`src/rtl/wbarb_pkg.sv`:
```
// rtl/wbarb_pkg.sv - shared constants and entry type for the write-back arbiter
package wbarb_pkg;

    localparam int NUM_REQ = 2;
    localparam int REQ_ALU = 0;
    localparam int REQ_LSU = 1;

    localparam int WB_ADDR_W = 5;
    localparam int WB_DATA_W = 32;

    typedef struct packed {
        logic [WB_ADDR_W-1:0] rd;
        logic [WB_DATA_W-1:0] data;
        logic                 age;
    } wb_entry_t;

endpackage

```
`src/rtl/wbarb_slot.sv`:
```
// rtl/wbarb_slot.sv - one-entry write-back holding slot with valid/ready and age tracking
module wbarb_slot #(
    parameter int DATA_W = 32,
    parameter int ADDR_W = 5
) (
    input  logic              clk_i,
    input  logic              rst_i,
    input  logic              load_i,
    input  logic [ADDR_W-1:0] rd_i,
    input  logic [DATA_W-1:0] data_i,
    input  logic              pop_i,
    input  logic              other_load_i,
    output logic              valid_o,
    output logic              ready_o,
    output logic [ADDR_W-1:0] rd_o,
    output logic [DATA_W-1:0] data_o,
    output logic              age_o
);

    logic              valid_q, valid_d;
    logic [ADDR_W-1:0] rd_q, rd_d;
    logic [DATA_W-1:0] data_q, data_d;
    logic              age_q, age_d;

    // Ready comes only from registered state and the pop (grant) strobe,
    // so an accept never feeds back into its own readiness.
    assign ready_o = !rst_i && (!valid_q || pop_i);

    // Next state: a load replaces the entry (even while it is popped),
    // a pop without load empties it. A fresh entry is never older than the
    // other slot; a surviving entry becomes older when the other slot refills.
    always_comb begin
        valid_d = valid_q;
        rd_d    = rd_q;
        data_d  = data_q;
        age_d   = age_q;
        if (load_i) begin
            valid_d = 1'b1;
            rd_d    = rd_i;
            data_d  = data_i;
            age_d   = 1'b0;
        end else begin
            if (pop_i) begin
                valid_d = 1'b0;
            end
            if (other_load_i) begin
                age_d = 1'b1;
            end
        end
    end

    // Slot registers, cleared asynchronously.
    always_ff @(posedge clk_i or posedge rst_i) begin
        if (rst_i) begin
            valid_q <= 1'b0;
            rd_q    <= '0;
            data_q  <= '0;
            age_q   <= 1'b0;
        end else begin
            valid_q <= valid_d;
            rd_q    <= rd_d;
            data_q  <= data_d;
            age_q   <= age_d;
        end
    end

    assign valid_o = valid_q;
    assign rd_o    = rd_q;
    assign data_o  = data_q;
    assign age_o   = age_q;

endmodule

```
`src/rtl/regfile_wb_arbiter.sv`:
```
// rtl/regfile_wb_arbiter.sv - ALU/LSU write-back arbiter for the register file write port (optional WBARB_RR_EN)
module regfile_wb_arbiter
    import wbarb_pkg::*;
#(
    parameter int DATA_W = 32,
    parameter int ADDR_W = 5,
    parameter int CNT_W  = 16
) (
    input  logic                 clk,
    input  logic                 rst,
    input  logic                 alu_valid,
    input  logic [ADDR_W-1:0]    alu_rd,
    input  logic [DATA_W-1:0]    alu_data,
    output logic                 alu_ready,
    input  logic                 lsu_valid,
    input  logic [ADDR_W-1:0]    lsu_rd,
    input  logic [DATA_W-1:0]    lsu_data,
    output logic                 lsu_ready,
    output logic                 WE3,
    output logic [ADDR_W-1:0]    AD3,
    output logic [DATA_W-1:0]    WD3,
    output logic [2**ADDR_W-1:0] pend_mask,
    output logic [CNT_W-1:0]     contend_cnt
);

    localparam int NREG = 2**ADDR_W;

    logic [NUM_REQ-1:0] slot_v;
    logic [NUM_REQ-1:0] slot_age;
    logic [NUM_REQ-1:0] load;
    logic [NUM_REQ-1:0] grant;
    logic [ADDR_W-1:0]  slot_rd   [NUM_REQ];
    logic [DATA_W-1:0]  slot_data [NUM_REQ];

    logic               we_q, we_d;
    logic [ADDR_W-1:0]  ad_q, ad_d;
    logic [DATA_W-1:0]  wd_q, wd_d;
    logic [CNT_W-1:0]   cnt_q, cnt_d;
    logic               grant_any;
    logic               lose;

    // Writes to r0 are accepted but dropped before they reach a slot.
    assign load[REQ_ALU] = alu_valid && alu_ready && (alu_rd != '0);
    assign load[REQ_LSU] = lsu_valid && lsu_ready && (lsu_rd != '0);

    wbarb_slot #(.DATA_W(DATA_W), .ADDR_W(ADDR_W)) u_slot_alu (
        .clk_i        (clk),
        .rst_i        (rst),
        .load_i       (load[REQ_ALU]),
        .rd_i         (alu_rd),
        .data_i       (alu_data),
        .pop_i        (grant[REQ_ALU]),
        .other_load_i (load[REQ_LSU]),
        .valid_o      (slot_v[REQ_ALU]),
        .ready_o      (alu_ready),
        .rd_o         (slot_rd[REQ_ALU]),
        .data_o       (slot_data[REQ_ALU]),
        .age_o        (slot_age[REQ_ALU])
    );

    wbarb_slot #(.DATA_W(DATA_W), .ADDR_W(ADDR_W)) u_slot_lsu (
        .clk_i        (clk),
        .rst_i        (rst),
        .load_i       (load[REQ_LSU]),
        .rd_i         (lsu_rd),
        .data_i       (lsu_data),
        .pop_i        (grant[REQ_LSU]),
        .other_load_i (load[REQ_ALU]),
        .valid_o      (slot_v[REQ_LSU]),
        .ready_o      (lsu_ready),
        .rd_o         (slot_rd[REQ_LSU]),
        .data_o       (slot_data[REQ_LSU]),
        .age_o        (slot_age[REQ_LSU])
    );

`ifdef WBARB_RR_EN
    logic rr_last_q, rr_last_d;

    // Remember the most recent winner so the other side takes the next tie.
    always_comb begin
        rr_last_d = rr_last_q;
        if (grant[REQ_ALU]) begin
            rr_last_d = 1'b0;
        end else if (grant[REQ_LSU]) begin
            rr_last_d = 1'b1;
        end
    end

    // Round-robin pointer register, reset to "ALU won last".
    always_ff @(posedge clk or posedge rst) begin
        if (rst) begin
            rr_last_q <= 1'b0;
        end else begin
            rr_last_q <= rr_last_d;
        end
    end
`endif

    // Grant selection: same destination resolves by age (ALU on a tie, so the
    // LSU value lands last); different destinations use the configured policy.
    always_comb begin
        grant = '0;
        if (slot_v[REQ_ALU] && slot_v[REQ_LSU]) begin
            if (slot_rd[REQ_ALU] == slot_rd[REQ_LSU]) begin
                if (slot_age[REQ_LSU]) begin
                    grant[REQ_LSU] = 1'b1;
                end else begin
                    grant[REQ_ALU] = 1'b1;
                end
            end else begin
`ifdef WBARB_RR_EN
                if (rr_last_q) begin
                    grant[REQ_ALU] = 1'b1;
                end else begin
                    grant[REQ_LSU] = 1'b1;
                end
`else
                grant[REQ_LSU] = 1'b1;
`endif
            end
        end else begin
            grant = slot_v;
        end
    end

    assign grant_any = |grant;
    assign lose      = |(slot_v & ~grant);

    // Output stage next state: address/data only move on a grant so they
    // hold their last value while WE3 is low.
    always_comb begin
        we_d = grant_any;
        ad_d = ad_q;
        wd_d = wd_q;
        if (grant[REQ_LSU]) begin
            ad_d = slot_rd[REQ_LSU];
            wd_d = slot_data[REQ_LSU];
        end else if (grant[REQ_ALU]) begin
            ad_d = slot_rd[REQ_ALU];
            wd_d = slot_data[REQ_ALU];
        end
    end

    // Saturating count of cycles in which a valid slot was passed over.
    always_comb begin
        cnt_d = cnt_q;
        if (lose && (cnt_q != {CNT_W{1'b1}})) begin
            cnt_d = cnt_q + 1'b1;
        end
    end

    // Output stage and contention counter registers.
    always_ff @(posedge clk or posedge rst) begin
        if (rst) begin
            we_q  <= 1'b0;
            ad_q  <= '0;
            wd_q  <= '0;
            cnt_q <= '0;
        end else begin
            we_q  <= we_d;
            ad_q  <= ad_d;
            wd_q  <= wd_d;
            cnt_q <= cnt_d;
        end
    end

    // In-flight destinations: both slots plus the write on the port this cycle.
    always_comb begin
        pend_mask = '0;
        for (int r = 1; r < NREG; r++) begin
            if ((slot_v[REQ_ALU] && slot_rd[REQ_ALU] == ADDR_W'(r)) ||
                (slot_v[REQ_LSU] && slot_rd[REQ_LSU] == ADDR_W'(r)) ||
                (we_q && ad_q == ADDR_W'(r))) begin
                pend_mask[r] = 1'b1;
            end
        end
    end

    assign WE3         = we_q;
    assign AD3         = ad_q;
    assign WD3         = wd_q;
    assign contend_cnt = cnt_q;

endmodule

```
`config.mk`:
```
export PLATFORM = sky130hd
export DESIGN_NAME = regfile_wb_arbiter
export DESIGN_NICKNAME = d
export VERILOG_FILES = /design/src/rtl/wbarb_pkg.sv /design/src/rtl/wbarb_slot.sv /design/src/rtl/regfile_wb_arbiter.sv
export SDC_FILE = /design/constraint.sdc
export NUM_CORES = 1
export LEC_CHECK = 0
export ABC_AREA = 0
export BUFFER_PORTS_ARGS = -buffer_cell sky130_fd_sc_hd__buf_2
export CAP_MARGIN = 0
export CORE_ASPECT_RATIO = 1.5
export CORE_UTILIZATION = 50
export CTS_BUF_LIST = sky130_fd_sc_hd__clkbuf_8
export DETAILED_ROUTE_END_ITERATION = 12
export PLACE_DENSITY_LB_ADDON = 0.05
export SLEW_MARGIN = 20
export SYNTH_ARGS = -nofsm -noshare
export SYNTH_HDL_FRONTEND = slang
export SYNTH_SLANG_ARGS = --single-unit
```
`constraint.sdc`:
```
create_clock -name clk -period 6.8 [get_ports clk]
set_clock_uncertainty 0.1 [all_clocks]
set_input_delay 0.68 -clock clk [delete_from_list [all_inputs] [get_ports clk]]
set_output_delay 0.68 -clock clk [all_outputs]
set_load 0.01 [all_outputs]
```
* Word-level counts from Yosys, hierarchy flattened
Index checks and enable logic that the tools add are counted.
** Cells by class
- Add/sub/neg operators :: 1
- Equal/unequal tests :: 95
- Muxes and demuxes :: 46
- Bitwise operators :: 2
- Reduce and logical (&&, ||, !) cells :: 176
** Operator list (number)
- 5-bit == test (second input constant) :: 48
- 5-bit by 4-bit == test with 1-bit output (second input constant) :: 24
- 1-bit logical AND :: 101
- 1-bit logical OR :: 64
- 32-bit 2-to-1 mux :: 2
- 5-bit by 3-bit == test with 1-bit output (second input constant) :: 12
- 1-bit 2-to-1 mux :: 41
- 5-bit by 2-bit == test with 1-bit output (second input constant) :: 6
- 16-bit by 1-bit adder with 16-bit output (second input constant) :: 1
- 16-bit inequality test (second input constant) :: 1
- 5-bit by 1-bit == test with 1-bit output (second input constant) :: 3
- 5-bit 2-to-1 mux :: 2
- 5-bit nonzero test :: 2
- 2-bit nonzero test :: 4
- 5-bit == test :: 1
- 2-bit OR reduction :: 2
- 1-bit logical NOT :: 3
- 2-bit bitwise AND :: 1
- 2-bit 2-to-1 mux :: 1
- 2-bit inverter :: 1
** Storage, ports and cells
- Register bits after elaboration :: 131
- Input bits :: 78
- Output and inout bits :: 88
- Logic and storage cells :: 331

* Longest topological paths before layout
Gate-level depths: netlist (run 1).
- Word-level depth :: 9
- Depth in mapped cells :: 8
- Gate-level depth less buffers :: 6

* By module
A second synthesis (run 1) with hierarchy kept.
** Unflattened totals
- Cell total of the unflattened synthesis :: 661
- Area, all modules :: 6856.6 um2
** By module, submodules not included
- regfile_wb_arbiter :: times used 1, cells each 489, area an instance 3881.2 um2
- wbarb_slot :: times used 2, cells each 86, area an instance 1487.7 um2

* Worst setup path before layout (run 1)
OpenSTA, ideal clock, no wires.
- Kind :: input-to-reg
- From :: input port lsu_rd[1]
- To :: register u_slot_lsu.data_q[0] (netlist: u_slot_lsu.data_o[0])
- Library setup time :: 0.127 ns
- Arrival time :: 2.042 ns
- Data required time :: 6.573 ns
- Setup slack :: 4.530 ns
- Stages :: 6
- Buffers on the path :: 2
- Cells stage by stage :: or4_1 o21a_1 o21ai_2 buf_6 buf_8 mux2_1
** Between the ends
- Cells in the longest elaborated chain, start to end :: 2
** RTL lines
- start: declaration :: RTL line regfile_wb_arbiter.sv:16 : input logic [ADDR_W-1:0] lsu_rd,
- 5-bit nonzero test :: RTL line regfile_wb_arbiter.sv:44 : assign load[REQ_LSU] = lsu_valid && lsu_ready && (lsu_rd != '0);
- 1-bit logical AND :: RTL line regfile_wb_arbiter.sv:44
- end signal: assignment :: RTL line wbarb_slot.sv:62 : data_q <= data_d;
- end: declaration :: RTL line wbarb_slot.sv:22 : logic [DATA_W-1:0] data_q, data_d;
No other way between the ends.
A chain may end at the register's enable or synchronous reset.

* Worst setup path in the final report (run 1)
- From :: register u_slot_alu.valid_q (netlist: u_slot_alu.valid_o)
- To :: output port pend_mask[15]
** Between the ends
- Cells in the longest elaborated chain, start to end :: 4
** RTL lines
- start: declaration :: RTL line wbarb_slot.sv:20 : logic valid_q, valid_d;
- start signal: assignment :: RTL line wbarb_slot.sv:60 : valid_q <= valid_d;
- 1-bit logical AND :: RTL line regfile_wb_arbiter.sv:171 : if ((slot_v[REQ_ALU] && slot_rd[REQ_ALU] == ADDR_W'(r)) ||
- 1-bit logical OR :: RTL line regfile_wb_arbiter.sv:171
- 1-bit logical OR :: RTL line regfile_wb_arbiter.sv:172 : (slot_v[REQ_LSU] && slot_rd[REQ_LSU] == ADDR_W'(r)) ||
- 1-bit 2-to-1 mux :: RTL line regfile_wb_arbiter.sv:171
- end: declaration :: RTL line regfile_wb_arbiter.sv:22 : output logic [2**ADDR_W-1:0] pend_mask,
No other way between the ends.

==> key figures, run 1 <==
Outcome
  • Run status: complete, no violations

Detailed routing
  • WL/cell: 19.39 µm
  • DR iter-0 viols: 259
  • Number of remaining DRC errors: 0
  • Final WL: 16830 µm
  • Pre-antenna DRT Iters: 5
  • Vias: 5124
  • Final ANT Viol Nets: 0
  • Via density: 5.903

Timing
  • Final setup viols: 0
  • Max transition margin: 0.2717
  • Max-slew violation count: 0
  • RSZ-0062 raised after global routing: no
  • Min cycle time layout: 3215 ps
  • Final worst-path cycle share: 0.4728
  • Fin worst setup slack: 3585 ps
  • Least-Margin Pin Slew: 1092 ps
  • Total Neg Setup Slack: 0 ps
  • Hold Vio Cnt, Final: 0
  • Max Clock Freq: 311.0 MHz

CTS
  • Clock Pin Slew Worst Setup and Hold Paths: 70 ps
  • CTS Root Buffer Type: clkbuf_8
  • Post CTS Setup Buffer Count: 0
  • Post-CTS Resized: 0
  • H-Tree Depth: 4
  • Hold Buf Count CTS: 0
  • Number of buffers inserted during clock tree synthesis: 17
  • Clock sinks: 131
  • Clock Path Buffers: 2
  • CTS tree: built
  • Clock Latency Late Sink: 430 ps

Synthesis
  • Yosys reg bits: 131
  • Yosys top cell area share: 0.5104
  • Post-synth ARST share: 1.000
  • EDFF count, synth: 0
  • Mapped Area: 6422 µm²
  • Synth top cells by count: dfrtp_1 (131), nand2_1 (64), mux2_2 (48), or3_1 (28), nor2_1 (25)
  • Most frequent cell after synthesis: dfrtp_1
  • Seq/Total Area, Yosys: 0.5104
  • Synth area leader: dfrtp_1
  • Syn_nets: 629
  • Synth cell types: 50
  • Top_reg_cell synth: dfrtp_1
  • Synthesized area per cell: 11.68 µm²
  • Cell count after synthesis: 550
  • Largest cells by area after synthesis: dfrtp_1 (51%), mux2_2 (8.4%), nand2_1 (3.7%)
  • YS warnings: 0

GRT
  • Gr usage total: 0.2642
  • Remaining Overflow, GRT: 0
  • Largest net degree at the start of global routing: 80
  • Initial antenna violation count: 3
  • First-pass GRT wire length: 26750 µm
  • Vias in the first global route: 5200

Cells and area
  • Seq. cell area: 3278 µm²
  • Fillcell total: 1069
  • Layout area overhead: 18.72%
  • Layout cell share with drive strength beyond 1: 0.3989
  • Nets: 779
  • N_diodes: 0
  • Area of the multi-input gates: 2883 µm²

Critical path
  • R2R Setup Slk: 3780 ps
  • Crit-path cells: buf_4 > nor2b_1 > and3_1 > a32oi_1 > o31ai_1 > buf_2
  • CP Capture Type: primary output
  • Slowest library cell on the worst path: buf_4
  • Critical path required time: 6020 ps
  • Critical Path Start Type: flop
  • Crit Path Class: reg2out
  • WP data arrival: 2440 ps
  • FF-to-FF Start: u_slot_alu.rd_o[2]$_DFFE_PP0P_
  • Crit path max fanout: 52
  • CP bufs+invs: 2
  • CP top delay family: simple AND/OR/NAND/NOR gates
  • Register-to-Register Path Depth: 5
  • Crit. Startpoint: u_slot_alu.valid_o$_DFFE_PP0P_
  • R2r endpoint: WD3[3]$_DFFE_PP0P_
  • Crit path largest cell delay: 480 ps

Power
  • VDD IR-drop max: 0.2591 mV
  • Leak: 3.581 nW
  • Pwr Density: 288.3 nW/µm²
  • Overall Power: 2.198 mW

Floorplan
  • Core area: 12510 µm²
  • Rows: 50
  • I/O pins: 166
  • Initial Utilization: 0.5133
  • Die area: 13310 µm²
  • Die Wd: 94.54 µm
  • Die height: 140.8 µm

Placement
  • Setup WS pre-CTS: 3799 ps
  • IO Port Bufs: 164
  • Detailed Place HPWL: 11180 µm
  • GPL Wtd Cong: 0.8963

Flow run
  • Max_cap viols: 0

Min path
  • Min-delay worst type: in2async
## where the power goes
group	switching [mW]	internal [mW]	leakage, nW
clock	0.313	0.313	0.183
combinational	0.263	0.254	1.84
sequential	0.132	0.923	1.56
## placed cells by master (no fill, tap or decap), drive strengths merged, types with 2 or more instances in the layout
cell	count
dfrtp	131
nor3b	2
a21oi	2
and2	4
or2	2
nor2	25
and3	3
nor4	2
a211o	9
a222oi	2
nor2b	23
o31ai	3
clkbuf	19
xor2	7
xnor2	10
mux2	73
buf	169
nand3	8
nor3	10
or4	2
clkinvlp	4
or3	28
a32oi	11
inv	10
o21ai	6
clkinv	3
nand2b	4
o21a	2
nand4	8
nand2	65
o221a	37
a22oi	19
a21o	2
## cell families (layout without fill, tap and decap cells)
| family | count (synthesis) | count (layout) | share of synthesized area |
|---|---|---|---|
| AND/OR/NAND/NOR | 187 | 187 | 0.1475 |
| flip-flops | 131 | 131 | 0.5104 |
| AO/OA/AOI/OAI | 96 | 96 | 0.1397 |
| multiplexers | 73 | 73 | 0.1338 |
| buffers and inverters | 44 | 206 | 0.04286 |
| XOR/XNOR | 17 | 17 | 0.02318 |
| adder cells (fa/ha/maj) | 1 | 1 | 0.001948 |
| other | 1 | 1 | 0.0005839 |
## area by class of cell
type / count / share of cell area
Clock inverter: 12 / 0.01625
Tap cell: 156 / 0.02560
Timing Repair Buffer: 169 / 0.1126
Inverter: 6 / 0.003282
Clock buffer: 19 / 0.03430
Multi-Input combinational cell: 375 / 0.3781
Sequential cell: 131 / 0.4299
## metrics by stage
step	area, µm²	std cells	hold slack (ps)	utilization
after global placement	7239	837	368.1	0.5786
after floorplan	6422	550	359.0	-
final	7625	868	296.0	0.6094
after detailed placement	7239	837	379.8	0.5786
after global routing	7625	868	337.6	0.6094
after CTS	7625	868	303.3	0.6094
## per-layer routing
| layer | track usage | part of all wire | vias to the layer above |
|---|---|---|---|
| met1 | 0.3164 | 0.40 | 2574 |
| met2 | 0.4523 | 0.51 | 182 |
| met3 | 0.06311 | 0.063 | 38 |
| met5 | 0 | 0.0016 | - |
| li1 | - | - | 2326 |
| met4 | 0.1053 | 0.026 | 4 |
## registers in the layout (all words and copies together), names as in the netlist, 5 cells and up
register	cells
u_slot_alu.rd_o	5
contend_cnt	16
u_slot_lsu.data_o	32
u_slot_lsu.rd_o	5
u_slot_alu.data_o	32
AD3	5
WD3	32
## worst max-delay path by stage
stage	endpoint	slack [ps]	depth (start not counted)
after global routing	lsu_ready	3350	6
after detailed placement	WD3[3]$_DFFE_PP0P_	3800	5
after floorplan	AD3[0]$_DFFE_PP0P_	2520	1
final	pend_mask[15]	3580	6
after global placement	AD3[1]$_DFFE_PP0P_	3800	5
after CTS	lsu_ready	3580	6
Note: power is estimated with default switching activity, not from simulation.
==> run 2: changes to the inputs <==
==> constraint.sdc (replaced) <==
create_clock -name clk -period 2.6 [get_ports clk]
set_clock_uncertainty 0.1 [all_clocks]
set_input_delay 0.26 -clock clk [delete_from_list [all_inputs] [get_ports clk]]
set_output_delay 0.26 -clock clk [all_outputs]
set_load 0.01 [all_outputs]
==> key figures, run 2 (same netlist as run 1, synthesis figures left out) <==
Timing
  • Least-Margin Pin Slew: 773.2 ps
  • Total Neg Setup Slack: 0 ps
  • Min cycle time layout: 2503 ps
  • Max-slew violation count: 0
  • Hold Vio Cnt, Final: 0
  • Final setup viols: 0
  • Max transition margin: 0.4835
  • Max Clock Freq: 399.6 MHz
  • Fin worst setup slack: 97.28 ps
  • Final worst-path cycle share: 0.9626

Detailed routing
  • Final WL: 17970 µm
  • Number of remaining DRC errors: 0
  • DR iter-0 viols: 212
  • Vias: 5523
  • Pre-antenna DRT Iters: 5
  • Final ANT Viol Nets: 0
  • Via density: 5.682
  • WL/cell: 18.49 µm

CTS
  • H-Tree Depth: 4
  • Clock sinks: 131
  • CTS tree: built
  • Clock Latency Late Sink: 440 ps
  • Clock Path Buffers: 2
  • CTS Root Buffer Type: clkbuf_8
  • Clock Pin Slew Worst Setup and Hold Paths: 80 ps
  • Number of buffers inserted during clock tree synthesis: 17

Power
  • VDD IR-drop max: 0.6153 mV
  • Leak: 4.064 nW
  • Pwr Density: 700.8 nW/µm²
  • Logic gate share of total power: 0.269
  • Internal power: 4.133 mW
  • Clk pwr share: 0.287
  • Switching Fraction: 0.3184
  • Sequential share of power: 0.445
  • NetSw: 1.931 mW

Floorplan
  • Die area: 13310 µm²
  • Rows: 50
  • I/O pins: 166
  • Initial Utilization: 0.5133
  • Die height: 140.8 µm
  • Die Wd: 94.54 µm
  • Core area: 12510 µm²

Cells and area
  • Seq. cell area: 3278 µm²
  • Area of the multi-input gates: 2898 µm²
  • Layout area overhead: 34.72%
  • Most frequent cells in the layout: buf_2 (164), dfrtp_1 (131), dlygate4sd3_1 (74), nand2_1 (64), mux2_2 (48)
  • Most common cell after layout, fill and taps aside: buf_2
  • Layout cell share with drive strength beyond 1: 0.3860
  • Nets: 882
  • N_diodes: 0
  • Fillcell total: 975

Critical path
  • Crit Path Class: reg2out
  • Crit-path cells: nor2b_1 > nor2b_1 > a32oi_1 > nand2_1 > buf_2
  • R2R Setup Slk: 150 ps
  • FF-to-FF Start: u_slot_alu.rd_o[1]$_DFFE_PP0P_
  • Critical Path Start Type: flop
  • Crit path max fanout: 10
  • WP data arrival: 2140 ps
  • CP bufs+invs: 1
  • CP Capture Type: primary output
  • Critical Path Stages: 5
  • CP top delay family: simple AND/OR/NAND/NOR gates
  • Critical path required time: 2240 ps
  • Register-to-Register Path Depth: 9
  • Slowest library cell on the worst path: dfrtp_1
  • Crit path capture: pend_mask[27]
  • R2r endpoint: u_slot_alu.rd_o[0]$_DFFE_PP0P_
  • Crit-path most repeated cell: nor2b_1
  • Crit. Startpoint: AD3[3]$_DFFE_PP0P_
  • Crit path largest cell delay: 580 ps

Outcome
  • Run status: complete, no violations

Placement
  • Detailed Place HPWL: 12000 µm
  • IO Port Bufs: 164
  • GPL Wtd Cong: 0.8855
  • Setup WS pre-CTS: 241.8 ps

GRT
  • Largest net degree at the start of global routing: 60
  • Initial antenna violation count: 0
  • Gr usage total: 0.2849
  • First-pass GRT wire length: 28790 µm
  • Remaining Overflow, GRT: 0
  • Vias in the first global route: 5739

Flow run
  • Max_cap viols: 0

Min path
  • Min-delay worst type: in2reg
-- run 2: cell count changes in the layout (fill, tap and decap cells not counted), moves of 2 or more --
cell / delta
clkinv_2: +2
buf_4: +26
dlygate4sd3_1: +74
buf_12: +3
-- run 2: worst min path at each step --
stage	start	endpoint	slack [ps]	depth (start not counted)
floorplan	lsu_data[0]	u_slot_lsu.data_o[0]$_DFFE_PP0P_	290	1
global placement	rst	WD3[25]$_DFFE_PP0P_	280	2
detailed placement	rst	u_slot_alu.valid_o$_DFFE_PP0P_	280	2
CTS	alu_rd[2]	u_slot_alu.rd_o[2]$_DFFE_PP0P_	60	4
global route	alu_rd[2]	u_slot_alu.rd_o[2]$_DFFE_PP0P_	90	4
finish	alu_rd[2]	u_slot_alu.rd_o[2]$_DFFE_PP0P_	80	4
-- run 2: repair_timing --
action | in CTS | in global routing
hold buffers | 74 | 0
hold endpoints to repair | 94 | 0
setup buffers | 1 | 2
setup endpoints to repair | 1 | 5
resized for setup | 0 | 3
pin swaps | 1 | 1
-- run 2: tightest hold or removal path, delay by kind of cell --
kind | cells | cell delay, ps
AO/OA/AOI/OAI | 2 | 130
buffers and inverters | 1 | 110
AND/OR/NAND/NOR | 1 | 60
-- run 2: per-stage QoR --
stage          instance area (µm²)  hold slack [ps]  total power [mW]  utilization  instances
2_1_floorplan                 6426            291.7             3.638            -        550
3_3_place_gp                  7473            284.3             4.181       0.5973        863
3_5_place_dp                  7473            281.7             4.225       0.5973        863
4_1_cts                       8622            57.47             6.069       0.6891        970
5_1_grt                       8652            94.45             6.378       0.6915        972
6_report                      8652            75.79             6.064       0.6915        972
-- run 2: cell type report --
| class | instances | area share |
|---|---|---|
| sequential | 131 | 0.3789 |
| multi-input combinational | 375 | 0.3349 |
| timing repair buffer | 272 | 0.2143 |
| clock buffer | 18 | 0.02863 |
| tap | 156 | 0.02256 |
| clock inverter | 14 | 0.01764 |
| inverter | 6 | 0.003037 |
-- run 2: power groups by stage --
stage	Clock (mW)	Sequential (mW)	Combinational [mW]
6_report	1.74	2.70	1.63
5_1_grt	1.87	2.74	1.76
4_1_cts	1.77	2.69	1.61
3_5_place_dp	0	2.72	1.50
3_3_place_gp	0	2.71	1.47
2_1_floorplan	0	2.72	0.915
-- run 2: routing by layer --
metal | share of wire | up-vias | track usage
met5 | 0 | - | 0
met4 | 0.028 | 0 | 0.1116
met3 | 0.047 | 37 | 0.05933
met2 | 0.53 | 188 | 0.5038
met1 | 0.39 | 2771 | 0.3330
li1 | - | 2527 | -
